`src/rtl/pipe_rbcla_adder.sv`:
```
`default_nettype none
// ============================================================================
//  Module   : pipe_rbcla_adder
//  Purpose  : Pipelined ripple-block carry look-ahead adder/subtractor with
//             valid/ready handshake and global-stall backpressure.
//  Revision : 1.0 - initial release
// ============================================================================
module pipe_rbcla_adder #(
  parameter int WIDTH         = 20,
  parameter int BLOCK         = 4,
  parameter int BLK_PER_STAGE = 2
) (
  input  logic             clk,
  input  logic             rst,
  input  logic             ivalid,
  output logic             iready,
  input  logic [WIDTH-1:0] x,
  input  logic [WIDTH-1:0] y,
  input  logic             cin,
  input  logic             sub,
  output logic             ovalid,
  input  logic             oready,
  output logic [WIDTH:0]   s,
  output logic             ovf
);

  localparam int NBLK = (WIDTH + BLOCK - 1) / BLOCK;
  localparam int LAT  = (NBLK + BLK_PER_STAGE - 1) / BLK_PER_STAGE;

  logic [WIDTH-1:0] r_x    [LAT];
  logic [WIDTH-1:0] r_y    [LAT];
  logic [WIDTH-1:0] r_sum  [LAT];
  logic             r_c    [LAT];
  logic             r_cmsb [LAT];
  logic             r_v    [LAT];

  logic w_adv;

  assign w_adv  = ~r_v[LAT-1] | oready;
  assign iready = w_adv;
  assign ovalid = r_v[LAT-1];
  assign s      = {r_c[LAT-1], r_sum[LAT-1]};
  assign ovf    = r_cmsb[LAT-1] ^ r_c[LAT-1];

  for (genvar k = 0; k < LAT; k++) begin : g_stage
    localparam int FB = k * BLK_PER_STAGE;
    localparam int LB = ((k + 1) * BLK_PER_STAGE < NBLK) ? (k + 1) * BLK_PER_STAGE : NBLK;

    logic [WIDTH-1:0] w_ix;
    logic [WIDTH-1:0] w_iy;
    logic [WIDTH-1:0] w_isum;
    logic             w_ic;
    logic             w_iv;
    logic [WIDTH-1:0] w_sum;
    logic             w_cmsb;
    logic             w_c;
    logic             w_cb;
    logic             w_acc;
    logic             w_pr;
    logic             w_cj;

    if (k == 0) begin : g_head
      // Operand conditioning happens once here; later stages see y' directly.
      assign w_ix   = x;
      assign w_iy   = y ^ {WIDTH{sub}};
      assign w_isum = '0;
      assign w_ic   = sub | cin;
      assign w_iv   = ivalid;
    end else begin : g_body
      assign w_ix   = r_x[k-1];
      assign w_iy   = r_y[k-1];
      assign w_isum = r_sum[k-1];
      assign w_ic   = r_c[k-1];
      assign w_iv   = r_v[k-1];
    end

    always_comb begin
      w_sum  = w_isum;
      w_cmsb = 1'b0;
      w_c    = w_ic;
      w_cb   = 1'b0;
      w_acc  = 1'b0;
      w_pr   = 1'b1;
      w_cj   = 1'b0;
      for (int b = FB; b < LB; b++) begin
        w_cb = w_c;
        for (int j = 0; j <= BLOCK; j++) begin
          // Flat sum-of-products carry into bit j of the block; bits past the
          // top of a short last block are skipped so j==BLOCK is its true cout.
          w_acc = 1'b0;
          w_pr  = 1'b1;
          for (int m = j - 1; m >= 0; m--) begin
            if (b * BLOCK + m < WIDTH) begin
              w_acc = w_acc | (w_pr & w_ix[b*BLOCK+m] & w_iy[b*BLOCK+m]);
              w_pr  = w_pr & (w_ix[b*BLOCK+m] ^ w_iy[b*BLOCK+m]);
            end
          end
          w_cj = w_acc | (w_pr & w_cb);
          if (j < BLOCK && b * BLOCK + j < WIDTH) begin
            w_sum[b*BLOCK+j] = w_ix[b*BLOCK+j] ^ w_iy[b*BLOCK+j] ^ w_cj;
            if (b * BLOCK + j == WIDTH - 1) begin
              w_cmsb = w_cj;
            end
          end
          if (j == BLOCK) begin
            w_c = w_cj;
          end
        end
      end
    end

    always_ff @(posedge clk or posedge rst) begin
      if (rst) begin
        r_v[k]    <= 1'b0;
        r_x[k]    <= '0;
        r_y[k]    <= '0;
        r_sum[k]  <= '0;
        r_c[k]    <= 1'b0;
        r_cmsb[k] <= 1'b0;
      end else if (w_adv) begin
        r_v[k] <= w_iv;
        if (w_iv) begin
          r_x[k]    <= w_ix;
          r_y[k]    <= w_iy;
          r_sum[k]  <= w_sum;
          r_c[k]    <= w_c;
          r_cmsb[k] <= w_cmsb;
        end
      end
    end
  end

endmodule
`default_nettype wire

```
`config.mk`:
```
export PLATFORM = sky130hd
export DESIGN_NAME = pipe_rbcla_adder
export DESIGN_NICKNAME = d
export VERILOG_FILES = /design/src/rtl/pipe_rbcla_adder.sv
export SDC_FILE = /design/constraint.sdc
export NUM_CORES = 1
export LEC_CHECK = 0
export ABC_AREA = 1
export ABC_CLOCK_PERIOD_IN_PS = 7600
export BUFFER_PORTS_ARGS = -buffer_cell sky130_fd_sc_hd__buf_2
export CORE_MARGIN = 3
export CORE_UTILIZATION = 25
export CTS_BUF_LIST = sky130_fd_sc_hd__clkbuf_4 sky130_fd_sc_hd__clkbuf_8
export DETAILED_ROUTE_END_ITERATION = 12
export SKIP_LAST_GASP = 1
export SLEW_MARGIN = 20
export SYNTH_ARGS = -nofsm -noshare
export SYNTH_HDL_FRONTEND = slang
export SYNTH_SLANG_ARGS = --single-unit
```
`constraint.sdc`:
```
create_clock -name clk -period 7.6 [get_ports clk]
set_input_delay 1.52 -clock clk [delete_from_list [all_inputs] [get_ports clk]]
set_output_delay 1.52 -clock clk [all_outputs]
set_load 0.02 [all_outputs]
```
# --- Word-level counts from Yosys, hierarchy flattened ---
# Index checks and enable logic that the tools add are counted.
classes:
  n_reduce_logical: 3
  bitwise_logic: 225
ops:
  columns: ["cell", "count"]
  rows:
  - ["$and 1x1->1", 130]
  - ["$or 1x1->1", 52]
  - ["$xor 1x1->1", 41]
  - ["$xor 20x20->20", 1]
  - ["$reduce_and 2->1", 3]
  - ["$not 1->1", 1]
totals:
  output_inout_bits: 24
  reg_bits: 131

# --- Longest topological paths before layout ---
# Gate-level depths: netlist (run 1).
depth:
  depth_word: 11
  ltp_mapped: 15
  ltp_nobuf: 15

# --- Worst setup path after synthesis (run 1) ---
# OpenSTA, ideal clock, no wires.
synth_path:
  path_type: "input -> register"
  start: "input sub"
  end: "register r_sum (netlist bit g_stage[1].w_isum[5])"
  slack_ns: 4.170
  required_ns: 7.473
  n_path_buf: 2
  arrival_time_ns: 3.302
  cell_stages: 13
  cell_sequence: "buf_6 buf_4 xor2_1 ha_1 nand2_1 inv_1 nand3_1 nand2_1 nor2_2 nand2_2 fa_1 xnor2_1 o21ai_0"
synth_between:
  elab_chain_len: 11
  elab_cells_between_ends: 27
synth_rtl:
  columns: ["item", "line", "source"]
  rows:
  - ["start, declared", "20", "input logic sub,"]
  - ["$xor 20x20->20", "65", "assign w_iy = y ^ {WIDTH{sub}};"]
  - ["$xor 1x1->1", "95", "w_pr = w_pr & (w_ix[b*BLOCK+m] ^ w_iy[b*BLOCK+m]);"]
  - ["$and 1x1->1 (on tied branches) (2 in series)", "94, 95", null]
  - ["$or 1x1->1 or $and 1x1->1 (tied branches) (2 in series)", "94", "w_acc = w_acc | (w_pr & w_ix[b*BLOCK+m] & w_iy[b*BLOCK+m]);"]
  - ["$or 1x1->1", "94", null]
  - ["$or 1x1->1", "98", "w_cj = w_acc | (w_pr & w_cb);"]
  - ["$and 1x1->1", "98", null]
  - ["$or 1x1->1", "98", null]
  - ["$xor 1x1->1 *", "100", "w_sum[b*BLOCK+j] = w_ix[b*BLOCK+j] ^ w_iy[b*BLOCK+j] ^ w_cj;"]
  - ["end signal, assigned by index", "125", "r_sum[k] <= w_sum;"]
  - ["end, declared", "32", "logic [WIDTH-1:0] r_sum [LAT];"]
# Every way passes the cells marked *; elsewhere a longest branch is shown, timed or not.
# A chain may end at the register's enable or synchronous reset.

# --- Worst setup path after layout (run 1) ---
layout_path:
  start: "input oready"
  end: "output iready"
layout_between:
  elab_chain_len: 1
layout_rtl:
  columns: ["item", "line", "source"]
  rows:
  - ["start, declared", "22", "input logic oready,"]
  - ["$or 1x1->1", "39", "assign w_adv = ~r_v[LAT-1] | oready;"]
  - ["end, declared", "16", "output logic iready,"]
# Every way passes these cells.

==> results of run 1 <==
==> cell usage in the layout, fill, tap and decap left out, drive strengths merged <==
| cell | count |
|---|---|
| a31oi | 4 |
| nand4 | 1 |
| xor2 | 11 |
| nand3b | 3 |
| a41oi | 1 |
| and3 | 2 |
| a31o | 1 |
| and2 | 1 |
| nand2 | 197 |
| fa | 5 |
| clkinv | 2 |
| xnor2 | 17 |
| dfrtp | 83 |
| inv | 50 |
| ha | 20 |
| o21ai | 45 |
| bufinv | 2 |
| clkbuf | 10 |
| nand3 | 24 |
| a21oi | 4 |
| nor2 | 18 |
| buf | 71 |
==> layout make-up <==
type	instances	area (µm²)	area share, %
Tap cell	220	275	5.50
Timing Repair Buffer	71	360	7.20
Clock inverter	3	65.1	1.30
Clock buffer	10	138	2.75
Multi-Input combinational cell	354	1900	37.9
Inverter	51	193	3.85
Sequential cell	83	2080	41.5
==> sequential cells by signal (all words and copies together), names as in the netlist <==
| register | count |
|---|---|
| r_cmsb | 1 |
| g_stage.w_ix | 16 |
| g_stage.w_iv | 2 |
| g_stage.w_isum | 24 |
| g_stage.w_cb | 1 |
| g_stage.w_iy | 16 |
| s | 21 |
| g_stage.w_ic | 1 |
| ovalid | 1 |
==> routing by layer <==
metal,routed length [µm],part of all wire [%]
met1,4670,49
met2,4170,44
met3,439,4.7
met4,155,1.6
met5,0,0
==> final timing paths <==
kind / start / endpoint / slack, ps / cells after the start
min in group asynchronous: rst / s[9] / 1060 / 2
max in group asynchronous: rst / g_stage[1].w_ix[19] / 5400 / 3
worst min-delay path: s[0] / s[0] / 470 / 2
worst max register to register: g_stage[1].w_iy[8] / g_stage[2].w_isum[13] / 5540 / 10
worst max-delay path: oready / iready / 4020 / 4
worst min register to register: s[0] / s[0] / 470 / 2
==> Yosys cell counts (all sizes together) <==
| cell type | number |
|---|---|
| a21oi | 4 |
| a31o | 1 |
| a31oi | 4 |
| a41oi | 1 |
| and2 | 1 |
| and3 | 2 |
| buf | 11 |
| clkbuf | 5 |
| dfrtp | 83 |
| fa | 5 |
| ha | 20 |
| inv | 51 |
| nand2 | 197 |
| nand3 | 24 |
| nand3b | 3 |
| nand4 | 1 |
| nor2 | 18 |
| o21ai | 45 |
| xnor2 | 17 |
| xor2 | 11 |
==> tightest hold or removal path, stage by stage, from the launching register on <==
cell,delay (ps)
dfrtp_1,340
nand2_1,60
nand2_1,50
==> cell families (layout without fill, tap and decap cells) <==
group / count (synthesis) / after routing
buf+inv: 67 / 135
fa+ha+maj: 25 / 25
xor+xnor: 28 / 28
simple gates: 246 / 246
compound gates: 55 / 55
flops: 83 / 83
==> power groups by stage <==
stage	registers [W]	logic (W)	clock network [W]
2_1_floorplan	0.000759	0.000432	0
5_1_grt	0.000735	0.000781	0.000361
6_report	0.000709	0.000665	0.000333
3_5_place_dp	0.000720	0.000674	0
3_3_place_gp	0.000717	0.000663	0
4_1_cts	0.000712	0.000678	0.000346
==> per-stage QoR <==
step                cells  hold WS (ps)  area, µm²  setup slack, ps
global route          792           490       5000             3810
CTS                   792           475       5000             4040
finish                792           473       5000             4020
global placement      779           452       4800             3750
floorplan             504           442       4250             3940
detailed placement    779           457       4800             3690
==> reports/qor.csv, run 1 <==
stage,metric,value,unit
global_route,grt_max_degree,73,
timing,min_period,3580,ps
power_and_ir_drop,power.density,341,mW/mm²
global_route,grt_pass1_vias,3292,
critical_path,slowest_delay,170,ps
floorplanning,die_area,0.0186,mm²
power_and_ir_drop,peakVddDrop,0.0856,mV
timing,fmax,0.280,GHz
detailed_routing,wl_per_cell,11.9,µm
detailed_routing,first_pass_iters,4,
power_and_ir_drop,finalPower,0.00171,W
synthesis,synthCells,504,
floorplanning,design.portCount,70,
synthesis,synthXorXnorAreaFrac,5.95,%
synthesis,yosys.area_share.simple,23.5,%
detailed_routing,vias,3197,
global_route,antenna_found_initial,0,
detailed_routing,drt_iter0_markers,122,
critical_path,worstSetupEndpointType,output port,
final_layout,drive_gt1_share,17.0,%
floorplanning,die_h,136,µm
placement,gp_congestion,0.770,
global_route,grt_first_pass_wirelength,16300,µm
final_layout,diodes,0,
cts,cts_tree,built,
critical_path,cp_common_cell,buf_2,
power_and_ir_drop,seqPwrFrac,41.5,%
power_and_ir_drop,p_sw,0.000666,W
cts,holdBufCountCts,0,
critical_path,startpoint_type,primary input,
timing,period_share,47.0,%
floorplanning,die_w,136,µm
timing,finalMaxSlewViolations,0,
cts,clk_latency,340,ps
cts,clk_pin_slew,70,ps
timing,setup-tns-final,0,ps
power_and_ir_drop,power_frac_comb,39.0,%
synthesis,synth_compound_gate_area_share,6.87,%
final_layout,final_util,30.2,%
critical_path,critical_path_class,primary input to output port,
global_route,grt.busiest_layer,met2,
synthesis,synthAdderAreaFrac,8.25,%
timing,fin_skew,7.86,ps
timing,finalSetupViolCount,0,
cts,cts_num_sinks,83,
power_and_ir_drop,p_int,0.00104,W
floorplanning,num_rows,47,
synthesis,synth_mux_area_share,0,%
status,outcome,"finished, final reports clean",
global_route,grt_use_met3,2.04,%
global_route,grtUsageTotal,11.1,%
power_and_ir_drop,p_sw_share,39.0,%
final_layout,nFillCells,1795,
timing,final-hold-violation-count,0,
detailed_routing,drt.antenna.violating_nets,0,
cts,numCtsBuffers,9,
power_and_ir_drop,power_frac_clock,19.5,%
critical_path,cpMaxStageDelayCell,nor2_4,
critical_path,worst_ep_arrival_time,2060,ps
timing,rsz0062_at_grt,no,
critical_path,cp_top_family,buffers and inverters,
placement,port_buffers,69,
detailed_routing,drc,0,
hold_path,hp-class,flop to flop,
critical_path,path_buf_inv,3,
placement,place.detailed.hpwl,7000,µm
cts,htree_levels,3,
synthesis,synth.area.top_cells,"dfrtp_1, nand2_1, ha_1",
synthesis,synth_top_family_by_area,simple AND/OR/NAND/NOR gates,
synthesis,yosysWarnings,0,
job,drv_cap,0,
synthesis,synth_area,0.00425,mm²
final_layout,nets,641,
synthesis,synth_cell_type_count,29,
synthesis,syn_nets,575,
global_route,use_met1,15.3,%
synthesis,seq_area_frac_synth,48.9,%
timing,tightest_slew,909,ps
synthesis,syn_area_per_cell,8.42,µm²
detailed_routing,wl,9430,µm
power_and_ir_drop,leakagePower,2.65,nW
cts,clockBufferDepth,2,
cts,cts_resized,0,
synthesis,ys_ff_latch,83,
critical_path,crit_fanout,5,
global_route,met2_usage,17.1,%
detailed_routing,vias_per_cell,4.04,
synthesis,synth_top_area_cell,dfrtp_1,
global_route,gr-total-overflow,0,
critical_path,cp.required,6080,ps
synthesis,synth_top_area_share,48.9,%
floorplanning,initial_utilization,25.6,%
final_layout,area_growth,17.9,%
cts,root_buffer,clkbuf_8,
critical_path,crit_chain,"buf_2, nor2_4, inv_2, buf_2",
timing,relSlewSlack,39.4,%
cts,post_cts_buffers,0,
floorplanning,core,0.0166,mm²
No activity file was read; power rests on OpenSTA's default activity.
==> run 2: changes to the inputs <==
--- a/config.mk
+++ b/config.mk
@@ -6,7 +6,7 @@
 export NUM_CORES = 1
 export LEC_CHECK = 0
 export ABC_AREA = 1
-export ABC_CLOCK_PERIOD_IN_PS = 7600
+export ABC_CLOCK_PERIOD_IN_PS = 3200
 export BUFFER_PORTS_ARGS = -buffer_cell sky130_fd_sc_hd__buf_2
 export CORE_MARGIN = 3
 export CORE_UTILIZATION = 25
==> constraint.sdc (replaced) <==
create_clock -name clk -period 3.2 [get_ports clk]
set_input_delay 0.64 -clock clk [delete_from_list [all_inputs] [get_ports clk]]
set_output_delay 0.64 -clock clk [all_outputs]
set_load 0.02 [all_outputs]
==> reports/qor.csv, run 2 (same netlist as run 1, synthesis figures left out) <==
stage,metric,value,unit,change
status,outcome,"finished, final reports clean",,unchanged
critical_path,crit_chain,"inv_1, nor2_4, nor2_2, inv_1, o21ai_0",,"was buf_2, nor2_4, inv_2, buf_2"
final_layout,final_cell_mix,"nand2_1, dfrtp_1, buf_2",,unchanged
timing,relSlewSlack,34.2,%,was 39.4%
critical_path,cp.required,3470,ps,was 6080 ps
critical_path,path_buf_inv,2,,was 3
global_route,grtUsageTotal,11.2,%,was 11.1%
detailed_routing,first_pass_iters,4,,unchanged
cts,htree_levels,3,,unchanged
power_and_ir_drop,power.density,803,mW/mm²,was 341 mW/mm²
cts,clockBufferDepth,2,,unchanged
placement,placed_cell_area,0.00483,mm²,was 0.00480 mm²
cts,cts_num_sinks,83,,unchanged
critical_path,crit_fanout,27,,was 5
timing,rsz0062_at_grt,no,,unchanged
cts,cts_resized,0,,unchanged
final_layout,drive_gt1_share,17.8,%,was 17.0%
floorplanning,initial_utilization,25.6,%,unchanged
floorplanning,design.portCount,70,,unchanged
global_route,grt_max_degree,45,,was 73
critical_path,worst_ep_arrival_time,2570,ps,was 2060 ps
power_and_ir_drop,peakVddDrop,0.208,mV,was 0.0856 mV
power_and_ir_drop,p_int,0.00241,W,was 0.00104 W
final_layout,final_cells,798,,was 792
placement,port_buffers,69,,unchanged
placement,dp_cells,782,,was 779
floorplanning,die_h,136,µm,unchanged
detailed_routing,vias,3271,,was 3197
final_layout,diodes,0,,unchanged
detailed_routing,vias_per_cell,4.10,,was 4.04
hold_path,hp-class,primary input to async pin,,was flop to flop
power_and_ir_drop,leakagePower,2.65,nW,about the same
job,drv_cap,0,,unchanged
cts,cts_tree,built,,unchanged
floorplanning,die_w,136,µm,unchanged
cts,post_cts_buffers,0,,unchanged
detailed_routing,drt_iter0_markers,160,,was 122
critical_path,cpMaxStageDelayCell,nor2_2,,was nor2_4
critical_path,cp_top_family,simple AND/OR/NAND/NOR gates,,was buffers and inverters
placement,place.detailed.hpwl,7180,µm,was 7000 µm
cts,clk_latency,360,ps,was 340 ps
floorplanning,num_rows,47,,unchanged
critical_path,critical_path_class,flop to flop,,was primary input to output port
timing,fin_skew,11.8,ps,was 7.86 ps
power_and_ir_drop,p_sw,0.00163,W,was 0.000666 W
cts,holdBufCountCts,0,,unchanged
timing,finalSetupViolCount,0,,unchanged
final_layout,final_common_cell,nand2_1,,unchanged
final_layout,nets,644,,was 641
timing,setup-tns-final,0,ps,unchanged
detailed_routing,drc,0,,unchanged
power_and_ir_drop,power_frac_clock,19.1,%,was 19.5%
final_layout,fin_area,0.00503,mm²,was 0.00500 mm²
cts,numCtsBuffers,9,,unchanged
placement,gp_congestion,0.766,,was 0.770
cts,root_buffer,clkbuf_8,,unchanged
global_route,antenna_found_initial,0,,unchanged
critical_path,worstSetupEndpointType,flop,,was output port
final_layout,area_growth,18.6,%,was 17.9%
power_and_ir_drop,seqPwrFrac,42.0,%,was 41.5%
critical_path,cp_common_cell,inv_1,,was buf_2
critical_path,startpoint_type,flop,,was primary input
timing,finalMaxSlewViolations,0,,unchanged
detailed_routing,wl,9470,µm,was 9430 µm
detailed_routing,wl_per_cell,11.9,µm,about the same
final_layout,final_util,30.4,%,was 30.2%
timing,period_share,72.1,%,
final_layout,largest_reg_flops,24,,unchanged
timing,min_period,2310,ps,
global_route,gr-total-overflow,0,,unchanged
detailed_routing,drt.antenna.violating_nets,0,,unchanged
timing,fmax,0.434,GHz,
floorplanning,core,0.0166,mm²,unchanged
power_and_ir_drop,p_sw_share,40.3,%,was 39.0%
timing,final-hold-violation-count,0,,unchanged
power_and_ir_drop,power_frac_comb,38.9,%,was 39.0%
global_route,grt_first_pass_wirelength,16400,µm,was 16300 µm
cts,clk_pin_slew,90,ps,was 70 ps
timing,tightest_slew,987,ps,was 909 ps
global_route,grt_pass1_vias,3311,,was 3292
critical_path,slowest_delay,740,ps,was 170 ps
floorplanning,die_area,0.0186,mm²,unchanged
==> run 2: layout make-up <==
class	instances	area, µm²
sequential	83	2080
timing repair buffer	74	395
fill	1841	11500
clock inverter	6	65.1
multi-input combinational	354	1890
inverter	51	193
clock buffer	10	138
tap	220	275
==> run 2: path summary, 6_finish.rpt <==
check,from,end,slack (ps),cells past startpoint
max reg2reg,ovalid,g_stage[2].w_ix[19],890,5
max,ovalid,g_stage[2].w_ix[19],890,5
min in group clk,x[16],g_stage[1].w_ix[16],470,3
max in group asynchronous,rst,s[5],2150,3
min,rst,s[9],370,2
min reg2reg,g_stage[2].w_isum[0],g_stage[2].w_isum[0],480,2
==> run 2: routing by layer <==
metal	part of all wire [%]	global-route usage [%]	up-vias
li1	-	-	1709
met1	52	15.7	1483
met2	42	17.0	68
met3	4.0	1.81	11
met4	2.1	5.21	0
met5	0	0	-
==> run 2: worst reg2reg max path: cells and delay by family (launching register included) <==
| family | cells | cell delay [ps] |
|---|---|---|
| compound gates | 1 | 320 |
| buf+inv | 2 | 700 |
| flops | 1 | 390 |
| simple gates | 2 | 790 |
==> run 2: power groups by stage <==
| stage | combinational, W | sequential, W | clock (W) |
|---|---|---|---|
| global route | 0.00184 | 0.00176 | 0.000842 |
| CTS | 0.00161 | 0.00171 | 0.000795 |
| global placement | 0.00158 | 0.00172 | 0 |
| finish | 0.00157 | 0.00170 | 0.000772 |
| floorplan | 0.00103 | 0.00180 | 0 |
| detailed placement | 0.00160 | 0.00173 | 0 |
==> run 2: metrics by stage <==
stage | power [W] | hold WS [ps] | setup WS [ps]
after floorplan | 0.00283 | 442 | 423
after global placement | 0.00330 | 455 | 558
after detailed placement | 0.00333 | 459 | 522
after CTS | 0.00411 | 381 | 815
after global routing | 0.00444 | 426 | 581
final | 0.00404 | 375 | 894
==> run 3: changes to the inputs <==
--- a/config.mk
+++ b/config.mk
@@ -6,7 +6,7 @@
 export NUM_CORES = 1
 export LEC_CHECK = 0
 export ABC_AREA = 1
-export ABC_CLOCK_PERIOD_IN_PS = 3200
+export ABC_CLOCK_PERIOD_IN_PS = 1900
 export BUFFER_PORTS_ARGS = -buffer_cell sky130_fd_sc_hd__buf_2
 export CORE_MARGIN = 3
 export CORE_UTILIZATION = 25
==> constraint.sdc (replaced) <==
create_clock -name clk -period 1.9 [get_ports clk]
set_input_delay 0.38 -clock clk [delete_from_list [all_inputs] [get_ports clk]]
set_output_delay 0.38 -clock clk [all_outputs]
set_load 0.02 [all_outputs]
==> reports/qor.csv, run 3 (same netlist as run 1, synthesis figures left out) <==
stage,metric,value,unit,change
floorplanning,num_rows,47,,unchanged
cts,clockBufferDepth,2,,unchanged
detailed_routing,wl_per_cell,11.5,µm,was 11.9 µm
critical_path,worstSetupEndpointType,flop,,unchanged
final_layout,nFillCells,1780,,was 1841
final_layout,final_cell_mix,"nand2_1, dfrtp_1, buf_2",,unchanged
detailed_routing,drt.antenna.violating_nets,0,,unchanged
critical_path,timing.rr.start,g_stage[1].w_iy[8],,was ovalid
power_and_ir_drop,leakagePower,2.79,nW,was 2.65 nW
critical_path,slowest_delay,390,ps,was 740 ps
critical_path,r2r_setup_slack,50,ps,was 890 ps
global_route,grt_first_pass_wirelength,15700,µm,was 16400 µm
final_layout,seq_area,0.00208,mm²,unchanged
timing,rsz0062_at_grt,yes,,was no
cts,numCtsBuffers,9,,unchanged
cts,clk_pin_slew,90,ps,about the same
timing,final-hold-violation-count,0,,unchanged
power_and_ir_drop,peakVddDrop,0.380,mV,was 0.208 mV
critical_path,critical_path_class,flop to flop,,unchanged
power_and_ir_drop,finalPower,0.00728,W,was 0.00404 W
timing,tightest_slew,701,ps,was 987 ps
critical_path,startpoint_type,flop,,unchanged
cts,cts_num_sinks,83,,unchanged
job,drv_cap,0,,unchanged
critical_path,cp.required,2130,ps,was 3470 ps
timing,layout_setup_ws,48.3,ps,was 894 ps
final_layout,largest_reg_flops,24,,unchanged
critical_path,cpMaxStageDelayCell,dfrtp_1,,was nor2_2
final_layout,drive_gt1_share,22.4,%,was 17.8%
timing,fmax,0.540,GHz,was 0.434 GHz
floorplanning,design.portCount,70,,unchanged
final_layout,multi_input_area,0.00196,mm²,was 0.00189 mm²
detailed_routing,drt_iter0_markers,198,,was 160
global_route,antenna_found_initial,0,,unchanged
timing,finalMaxSlewViolations,0,,unchanged
hold_path,hp-class,primary input to async pin,,unchanged
placement,gp_congestion,0.805,,was 0.766
final_layout,nets,663,,was 644
global_route,grt_max_degree,84,,was 45
critical_path,crit_chain,"ha_1, nand2_1, o21ai_2, nand2_1, o21ai_2, inv_1, fa_2, xnor2_1, nand2_1, o21ai_0",,"was inv_1, nor2_4, nor2_2, inv_1, o21ai_0"
detailed_routing,vias,3256,,was 3271
final_layout,area_growth,25.1,%,was 18.6%
timing,min_period,1850,ps,was 2310 ps
floorplanning,die_area,0.0186,mm²,unchanged
timing,relSlewSlack,53.2,%,was 34.2%
detailed_routing,drc,0,,unchanged
floorplanning,core,0.0166,mm²,unchanged
cts,root_buffer,clkbuf_8,,unchanged
critical_path,crit_fanout,3,,was 27
detailed_routing,vias_per_cell,3.99,,was 4.10
placement,dp_slack,-375,ps,was 522 ps
timing,finalSetupViolCount,0,,unchanged
status,outcome,"finished, final reports clean",,unchanged
floorplanning,die_w,136,µm,unchanged
placement,place.detailed.hpwl,7010,µm,was 7180 µm
global_route,gr-total-overflow,0,,unchanged
critical_path,worst_ep_arrival_time,2080,ps,was 2570 ps
detailed_routing,first_pass_iters,4,,unchanged
cts,holdBufCountCts,0,,unchanged
cts,cts_tree,built,,unchanged
placement,port_buffers,69,,unchanged
critical_path,cp_common_cell,nand2_1,,was inv_1
critical_path,r2r_cells,10,,was 5
final_layout,final_common_cell,nand2_1,,unchanged
detailed_routing,wl,9400,µm,was 9470 µm
timing,fin_skew,15.2,ps,was 11.8 ps
critical_path,r2r_end,g_stage[2].w_isum[13],,was g_stage[2].w_ix[19]
global_route,grtUsageTotal,10.7,%,was 11.2%
timing,whs,136,ps,was 375 ps
global_route,grt_pass1_vias,3151,,was 3311
cts,clk_latency,360,ps,about the same
cts,htree_levels,3,,unchanged
floorplanning,initial_utilization,25.6,%,unchanged
floorplanning,die_h,136,µm,unchanged
final_layout,diodes,0,,unchanged
timing,period_share,97.5,%,was 72.1%
power_and_ir_drop,power.density,1370,mW/mm²,was 803 mW/mm²
## run 3: cell count changes in the layout (fill, tap and decap cells not counted), moves of 3 or more
| cell | previous run | this run |
|---|---|---|
| o21ai_0 | 43 | 40 |
| ha_1 | 20 | 17 |
| ha_4 | 0 | 3 |
| buf_4 | 4 | 22 |
| clkinvlp_4 | 4 | 1 |
## run 3: worst max path at each step
stage / from / end / cells after the start
after global placement: sub / g_stage[1].w_isum[4] / 14
after floorplan: sub / g_stage[1].w_isum[5] / 13
after global routing: g_stage[1].w_iy[8] / g_stage[2].w_isum[13] / 10
after CTS: g_stage[1].w_ix[11] / g_stage[2].w_isum[13] / 10
final: g_stage[1].w_iy[8] / g_stage[2].w_isum[13] / 10
after detailed placement: sub / g_stage[1].w_isum[4] / 14
## run 3: layer usage
layer / wire (µm) / global-route usage, % / vias up / part of all wire [%]
met3: 359 / 2.26 / 13 / 3.8
met4: 160 / 4.20 / 0 / 1.7
met5: 0 / 0 / - / 0
li1: - / - / 1757 / -
met2: 4070 / 15.9 / 59 / 43
met1: 4810 / 15.3 / 1427 / 51
## run 3: cell type report
| cell class | instances | area share [%] |
|---|---|---|
| sequential | 83 | 39.1 |
| tap | 220 | 5.18 |
| clock inverter | 5 | 2.03 |
| clock buffer | 11 | 2.73 |
| inverter | 51 | 3.67 |
| multi-input combinational | 354 | 36.9 |
| timing repair buffer | 93 | 10.4 |
## run 3: repair_timing
item	4_1_cts	5_1_grt
gates resized for setup	2	13
pin swaps	0	8
endpoints found under the hold margin	0	0
setup endpoints to repair	6	4
setup buffers	0	1
## run 3: power breakdown
group          switching (W)  leakage, nW  internal, W  total [W]
sequential          0.000395         1.03      0.00244    0.00284
clock               0.000647        0.128     0.000934    0.00158
combinational        0.00174         1.63      0.00112    0.00286
## run 3: metrics by stage
step / cells / instance area (µm²) / TNS, ps / util [%]
after global placement: 800 / 4980 / -1100 / 30.1
after floorplan: 504 / 4270 / -605 / -
after CTS: 816 / 5250 / 0 / 31.6
after global routing: 817 / 5310 / -68.5 / 32.0
final: 817 / 5310 / 0 / 32.0
after detailed placement: 800 / 4980 / -1500 / 30.1
## run 3: critical path, delay by kind of cell (launching register included)
kind                     cells  cell delay (ps)
flip-flops                   1              390
XOR/XNOR                     1              130
buffers and inverters        1               70
AO/OA/AOI/OAI                3              310
AND/OR/NAND/NOR              3              210
adder cells (fa/ha/maj)      2              610
